## src/rtl/riscv_pkg.sv

```systemverilog
// rtl/riscv_pkg.sv - shared RISC-V core types and constants
package riscv_pkg;

  localparam int XLEN = 32;
  localparam logic [XLEN-1:0] NOP_INSTR = 32'h0000_0013;

  typedef enum logic [2:0] {
    IDLE  = 3'd0,
    REQ   = 3'd1,
    WAIT  = 3'd2,
    VALID = 3'd3,
    HALT  = 3'd4
  } fetch_state_t;

endpackage

```

## src/rtl/instr_fetch.sv

```systemverilog
// rtl/instr_fetch.sv - instruction fetch stage: PC, imem handshake, retire tracking
module instr_fetch
  import riscv_pkg::*;
#(
  parameter logic [XLEN-1:0] RESET_PC = 32'h0000_0000
) (
  input  logic            clk,
  input  logic            reset,
  input  logic            run,
  input  logic            retire,
  input  logic            PCSrc,
  input  logic [XLEN-1:0] PCTarget,
  output logic            imem_req,
  output logic [XLEN-1:0] imem_addr,
  input  logic            imem_gnt,
  input  logic            imem_rvalid,
  input  logic [XLEN-1:0] imem_rdata,
  output logic [XLEN-1:0] INSTRout,
  output logic [XLEN-1:0] PC,
  output logic [XLEN-1:0] PCPlus4,
  output logic            instr_valid,
  output logic            fetch_err,
  output logic [XLEN-1:0] retired_count
);

  fetch_state_t    state, state_d;
  logic            capture;
  logic            retire_en;
  logic            misaligned;
  logic [XLEN-1:0] next_pc;

  assign PCPlus4    = PC + 32'd4;
  assign imem_addr  = PC;
  assign next_pc    = PCSrc ? PCTarget : PCPlus4;
  assign misaligned = PCSrc && (PCTarget[1:0] != 2'b00);

  always_comb begin
    state_d     = state;
    capture     = 1'b0;
    retire_en   = 1'b0;
    imem_req    = 1'b0;
    instr_valid = 1'b0;
    case (state)
      IDLE: if (run) state_d = REQ;
      REQ: begin
        imem_req = 1'b1;
        if (imem_gnt) state_d = WAIT;
      end
      WAIT: begin
        if (imem_rvalid) begin
          capture = 1'b1;
          state_d = VALID;
        end
      end
      VALID: begin
        instr_valid = 1'b1;
        if (retire) begin
          retire_en = 1'b1;
          if (misaligned) state_d = HALT;
          else            state_d = run ? REQ : IDLE;
        end
      end
      HALT:    state_d = HALT;
      default: state_d = IDLE;
    endcase
  end

  always_ff @(posedge clk or negedge reset) begin
    if (!reset) begin
      state         <= IDLE;
      PC            <= RESET_PC;
      INSTRout      <= NOP_INSTR;
      fetch_err     <= 1'b0;
      retired_count <= '0;
    end else begin
      state <= state_d;
      if (capture) INSTRout <= imem_rdata;
      // A misaligned target is still committed so software can see where it went wrong
      if (retire_en) begin
        PC            <= next_pc;
        retired_count <= retired_count + 32'd1;
        if (misaligned) fetch_err <= 1'b1;
      end
    end
  end

endmodule

```

## config.mk

```make
export PLATFORM = sky130hd
export DESIGN_NAME = instr_fetch
export DESIGN_NICKNAME = d
export VERILOG_FILES = /design/src/rtl/riscv_pkg.sv /design/src/rtl/instr_fetch.sv
export SDC_FILE = /design/constraint.sdc
export NUM_CORES = 1
export LEC_CHECK = 0
export ABC_AREA = 1
export BUFFER_PORTS_ARGS = -buffer_cell sky130_fd_sc_hd__buf_4
export CORE_MARGIN = 5
export CORE_UTILIZATION = 53
export CTS_CLUSTER_DIAMETER = 30
export CTS_CLUSTER_SIZE = 24
export DETAILED_ROUTE_END_ITERATION = 8
export GPL_ROUTABILITY_DRIVEN = 0
export PLACE_DENSITY = 0.86
export REMOVE_ABC_BUFFERS = 1
export SYNTH_ARGS = -nofsm -noshare
export SYNTH_HDL_FRONTEND = slang
export SYNTH_SLANG_ARGS = --single-unit
```

## constraint.sdc

```tcl
create_clock -name clk -period 3.1 [get_ports clk]
set_clock_uncertainty 0.2 [all_clocks]
set_input_delay 0 -clock clk [delete_from_list [all_inputs] [get_ports clk]]
set_output_delay 0 -clock clk [all_outputs]
set_load 0.005 [all_outputs]
```

==> impl_metrics.yaml, run 1 <==
synthesis:
  synth.area.top_cells: "dfrtp_1, nand2_1, inv_1"
  synth-seq-cells: 100
  ys_warn_count: 0
  yosysSeqAreaShare_pct: 42.4
  syn_area_um2: 5900
  async_flop_share_pct: 100
  synth_common_cells: "nand2_1, dfrtp_1, inv_1"
  avgSynthCellArea_um2: 7.59
  ys_types: 35
  synth_ff_type: "dfrtp_1"
  synth_edf_count: 0
  synthCells: 778
  synth_top_area_share_pct: 41.1
  synth_most_common_cell: "nand2_1"
  yosys.area.top_type: "dfrtp_1"
clock_network:
  clock_sinks: 100
  clockBufferDepth: 2
  cts.htree.levels: 3
  path_clk_slew_ps: 130
  clock_latency_ps: 370
  cts_made_buffers: 9
  cts_tree: "built"
  cts_root_buffer: "clkbuf_8"
outcome:
  status: "complete, no violations"
routing:
  drt_iter0_markers: 563
  num_vias: 6530
  wl_met3_um: 2250
  drc: 0
  wire_per_inst_um: 17.4
  vias_per_cell: 5.30
  wl_met1_um: 7910
  dr_wl_met2_um: 10400
  drt_wl_total_um: 21400
  top_layer: "met4"
  ant_nets: 0
  firstDrtPassIters: 7
setup_path:
  start_kind: "flip-flop"
  cp-end-kind: "flip-flop"
  crit_required_ps: 3220
  cp-startpoint: "state[2]$_DFFE_PN0P_"
  crit_fanout: 22
  arrival_ps: 3090
  critPathKind: "flip-flop to flip-flop"
  r2r-start: "state[2]$_DFFE_PN0P_"
power_and_ir_drop:
  combPwrFrac_pct: 52.0
  pwr-share-seq_pct: 35.3
  vdd_drop_max_v: 0.000583
  switching_share_pct: 39.4
  intPower_mw: 4.05
  power_density_nw_per_um2: 762
  p_leak_nw: 4.50
  switching_power_mw: 2.63
  pwr-share-clk_pct: 12.6
timing:
  rsz0062_at_grt: "no"
  max_freq_mhz: 336
  setup_slack_ps: 125
  drv_slew: 0
  period_share_pct: 96.0
  finalSetupViolations: 0
  period_minus_slack_ps: 2970
  final.setup.tns_ps: 0
  worst_pin_slew_ps: 896
  relSlewSlack_pct: 40.3
  finalHoldViolCount: 0
global_route:
  track_usage_pct: 32.2
  grt-ovfl-total: 0
  grt_start_max_net_pins: 71
  grt_pass1_vias: 6478
  grt_pass1_wl_um: 33800
  grt_antenna_before_repair: 2
die:
  num_io_pins: 234
  dieWidth_um: 116
  row_count: 38
  coreArea_um2: 10900
  start_util_pct: 54.2
  dieArea_um2: 13400
  die_y_um: 116
placed_design:
  dp.cells: 1111
  place_ws_ps: 1140
  port-buffer-count: 233
  dpl.hpwl_um: 12900
run:
  maxCapViolCount: 0
min_path:
  min_path_type: "input pin to flip-flop"
  min_from: "PCSrc"
cells_and_area:
  seqCellArea_um2: 2510
  nets: 1159
  drive_above_1_share_pct: 28.9
  fill_cells: 687
  multi_input_area_um2: 2710
  stdcell_count: 1233
  syn2layout_area_growth_pct: 48.5
  fin_util_pct: 80.5
## worst max-delay path, cell delays in order, from the launching register on
cell,delay (ps)
dfrtp_2,470
inv_2,120
nand3_2,110
nor2_4,210
buf_4,340
o22ai_1,160
dlygate4sd3_1,590
a21oi_1,130
dlygate4sd3_1,580
## cells in the final DEF, fill, tap and decap left out, types with 3 or more instances in the layout
cell type,netlist,routed
nand4_1,9,9
and2_1,5,5
dlygate4sd3_1,0,102
nand3b_1,4,4
inv_1,89,88
mux2_2,29,29
inv_8,0,3
nor2_4,4,5
o21ai_1,10,10
nand2_1,290,290
nand2_2,3,3
o21ai_0,10,10
mux2_1,3,3
xor2_1,24,24
o211ai_1,3,3
nand3_1,32,32
dfstp_2,3,3
nor3_1,3,3
xnor2_1,8,8
nor2_2,8,7
nor2_1,84,84
dfrtp_1,97,95
buf_4,35,241
clkbuf_8,0,9
## power groups by stage
stage	logic, mW	registers (mW)	clock network (mW)
5_1_grt	3.74	2.42	0.904
4_1_cts	3.26	2.28	0.848
3_3_place_gp	2.76	2.28	0
2_1_floorplan	1.09	2.26	0
6_report	3.47	2.36	0.843
3_5_place_dp	2.82	2.31	0
## cell families after synthesis
| logic type | count (synthesis) | share of synthesized area (%) |
|---|---|---|
| mux | 32 | 6.10 |
| flops | 100 | 42.4 |
| xor+xnor | 33 | 5.02 |
| compound gates | 27 | 2.50 |
| buf+inv | 137 | 11.7 |
| fa+ha+maj | 2 | 0.424 |
| simple gates | 447 | 31.8 |
## routing by layer
layer	track usage, %	vias up
met5	0	-
met4	13.0	0
met3	8.41	81
met2	54.5	422
met1	39.3	3050
li1	-	2977
## state kept, by name, summed over array words and instances (netlist names)
register / count
fetch_err: 1
state: 3
retired_count: 32
PC: 32
INSTRout: 32
## path summary, 6_finish.rpt
check / cells past startpoint / slack, ps / end
worst min register to register: 1 / 320 / INSTRout[11]$_DFFE_PN0P_
min in group asynchronous: 2 / 70 / PC[2]$_DFFE_PN0P_
worst max-delay path: 8 / 130 / PC[2]$_DFFE_PN0P_
max in group asynchronous: 3 / 1810 / retired_count[1]$_DFFE_PN0P_
worst min-delay path: 5 / 50 / PC[18]$_DFFE_PN0P_
worst max register to register: 8 / 130 / PC[2]$_DFFE_PN0P_
## metrics by stage
step	instance area (um^2)	hold WS [ps]	total power [mW]
after floorplan	5560	-496	3.35
after global placement	7530	-21.0	5.04
after detailed placement	7530	-21.7	5.13
after CTS	8750	5.88	6.39
after global routing	8770	35.4	7.06
final	8770	51.4	6.68
## area by class of cell
type,instances,area share [%]
timing repair buffer,343,32.3
multi-input combinational,541,31.0
sequential,100,28.6
inverter,91,3.91
tap,140,2.00
clock buffer,9,1.41
clock inverter,7,0.756
antenna,2,0.0571
## timing repair
| action | 4_1_cts | 5_1_grt |
|---|---|---|
| hold buffers | 103 | 0 |
| setup buffers | 0 | 2 |
| gates resized for setup | 0 | 4 |
| setup endpoints to repair | 0 | 1 |
| hold endpoints to repair | 137 | 0 |
No activity file was read; power rests on OpenSTA's default activity.
==> run 2, diff against run 1 <==
--- a/config.mk
+++ b/config.mk
@@ -6,14 +6,14 @@
 export NUM_CORES = 1
 export LEC_CHECK = 0
 export ABC_AREA = 1
-export BUFFER_PORTS_ARGS = -buffer_cell sky130_fd_sc_hd__buf_4
 export CORE_MARGIN = 5
-export CORE_UTILIZATION = 53
+export CORE_UTILIZATION = 69
 export CTS_CLUSTER_DIAMETER = 30
 export CTS_CLUSTER_SIZE = 24
 export DETAILED_ROUTE_END_ITERATION = 8
+export DONT_BUFFER_PORTS = 1
 export GPL_ROUTABILITY_DRIVEN = 0
-export PLACE_DENSITY = 0.86
+export PLACE_DENSITY = 0.85
 export REMOVE_ABC_BUFFERS = 1
 export SYNTH_ARGS = -nofsm -noshare
 export SYNTH_HDL_FRONTEND = slang
==> run 2 against run 1 <==
- cell count decreased by 22%
- sequential share of layout area increased by 7.2 points
- routed wire length decreased by 10%
- critical endpoint is now PC[18]$_DFFE_PN0P_
==> impl_metrics.yaml, run 2 (synthesized netlist as in run 1, its figures left out) <==
die:
  num_io_pins: 234
  dieArea_um2: 10500
  coreArea_um2: 8260
  row_count: 33
  start_util_pct: 71.5
  die_y_um: 103
  dieWidth_um: 103
clock_network:
  clock_latency_ps: 380
  cts.htree.levels: 3
  post_cts.repair.setup_buffers: 0
  clockBufferDepth: 2
  cts.repair.resized: 0
  path_clk_slew_ps: 130
  clock_sinks: 100
  cts_hold_buf: 107
  cts_made_buffers: 9
  cts_root_buffer: "clkbuf_8"
  cts_tree: "built"
routing:
  vias_per_cell: 6.00
  wire_per_inst_um: 20.0
  drt_wl_total_um: 19200
  drt_iter0_markers: 549
  drc: 0
  firstDrtPassIters: 7
  num_vias: 5770
  ant_nets: 0
power_and_ir_drop:
  pwr-share-clk_pct: 15.9
  switching_share_pct: 43.8
  vdd_drop_max_v: 0.000546
  power_density_nw_per_um2: 772
  pwr-share-seq_pct: 46.6
  intPower_mw: 3.04
  p_leak_nw: 3.35
  combPwrFrac_pct: 37.5
  switching_power_mw: 2.36
cells_and_area:
  layout_common_cells: "nand2_1, dlygate4sd3_1, dfrtp_1"
  stdcell_area_um2: 6990
  multi_input_area_um2: 2710
  fin_util_pct: 84.7
  syn2layout_area_growth_pct: 18.5
  seqCellArea_um2: 2510
  drive_above_1_share_pct: 8.63
  antenna_cells: 0
  reg.largest.list: "INSTRout x32, PC x32, retired_count x32"
  stdcell_count: 962
  final_common_cell: "nand2_1"
  nets: 925
  fill_cells: 446
setup_path:
  crit_chain: "ha_1 -> inv_1 -> nor2_1 -> nand2_1 -> nor2_2 -> xor2_1 -> nand2_1 -> nand2_1 -> dlygate4sd3_1"
  r2r_end: "PC[18]$_DFFE_PN0P_"
  r2r-start: "PC[2]$_DFFE_PN0P_"
  cp-end-kind: "flip-flop"
  cpMostUsedCell: "nand2_1"
  cp-startpoint: "PC[2]$_DFFE_PN0P_"
  start_kind: "flip-flop"
  r2r_setup_slack_ps: 170
  max_stage_delay_ps: 550
  crit_end: "PC[18]$_DFFE_PN0P_"
  cp_top_family: "simple AND/OR/NAND/NOR gates"
  slowest_stage: "dlygate4sd3_1"
  path_buf_inv: 2
  crit_required_ps: 3210
  critPathKind: "flip-flop to flip-flop"
  reg2reg_depth: 9
  crit_fanout: 6
  arrival_ps: 3040
  cp_num_cells: 9
timing:
  final.setup.tns_ps: 0
  period_minus_slack_ps: 2930
  drv_slew: 0
  finalHoldViolCount: 0
  finalSetupViolations: 0
  worst_pin_slew_ps: 757
  setup_slack_ps: 173
  relSlewSlack_pct: 49.5
  rsz0062_at_grt: "no"
  period_share_pct: 94.4
  max_freq_mhz: 342
min_path:
  min_path_type: "input pin to asynchronous set/reset pin"
outcome:
  status: "complete, no violations"
placed_design:
  port-buffer-count: 0
  dpl.hpwl_um: 11200
  place_ws_ps: 891
  place_area_um2: 5700
  dp.cells: 839
global_route:
  grt_start_max_net_pins: 101
  grt_antenna_before_repair: 0
  grt-ovfl-total: 0
  track_usage_pct: 36.7
  grt_pass1_vias: 5942
  grt_pass1_wl_um: 30000
run:
  maxCapViolCount: 0
-- run 2: power by group through the flow --
stage,clock [mW],sequential (mW),combinational (mW)
2_1_floorplan,0,2.26,1.09
3_3_place_gp,0,2.44,1.25
3_5_place_dp,0,2.48,1.34
4_1_cts,0.845,2.45,1.82
5_1_grt,0.908,2.58,2.17
6_report,0.860,2.51,2.02
-- run 2: area by class of cell --
type | count | area share, %
clock buffer | 9 | 1.77
inverter | 91 | 4.90
timing repair buffer | 109 | 15.8
clock inverter | 7 | 1.11
tap | 105 | 1.88
sequential | 100 | 35.8
multi-input combinational | 541 | 38.7
-- run 2: metrics by stage --
stage          hold WS (ps)  power (mW)
2_1_floorplan          -496        3.35
3_3_place_gp           -493        3.68
3_5_place_dp           -493        3.81
4_1_cts                28.3        5.12
5_1_grt                47.8        5.66
6_report              0.855        5.40
-- run 2: worst min-delay path by stage --
stage / cells past startpoint / endpoint / slack, ps
2_1_floorplan: 0 / INSTRout[10]$_DFFE_PN0P_ / -500
3_3_place_gp: 0 / retired_count[3]$_DFFE_PN0P_ / -490
3_5_place_dp: 0 / retired_count[4]$_DFFE_PN0P_ / -490
4_1_cts: 2 / PC[7]$_DFFE_PN0P_ / 30
5_1_grt: 2 / PC[6]$_DFFE_PN0P_ / 50
6_report: 2 / PC[9]$_DFFE_PN0P_ / 0.9
-- run 2: worst register-to-register path, stage by stage (launching register included) --
cell,delay (ps)
dfrtp_1,500
ha_1,280
inv_1,90
nor2_1,170
nand2_1,170
nor2_2,310
xor2_1,360
nand2_1,130
nand2_1,100
dlygate4sd3_1,550
-- run 2: routing by layer --
layer	GRT usage, %	routed length (um)	vias up
li1	-	-	2498
met1	42.5	6600	2705
met2	61.1	9390	464
met3	12.1	2320	103
met4	18.5	892	0
met5	0	0	-
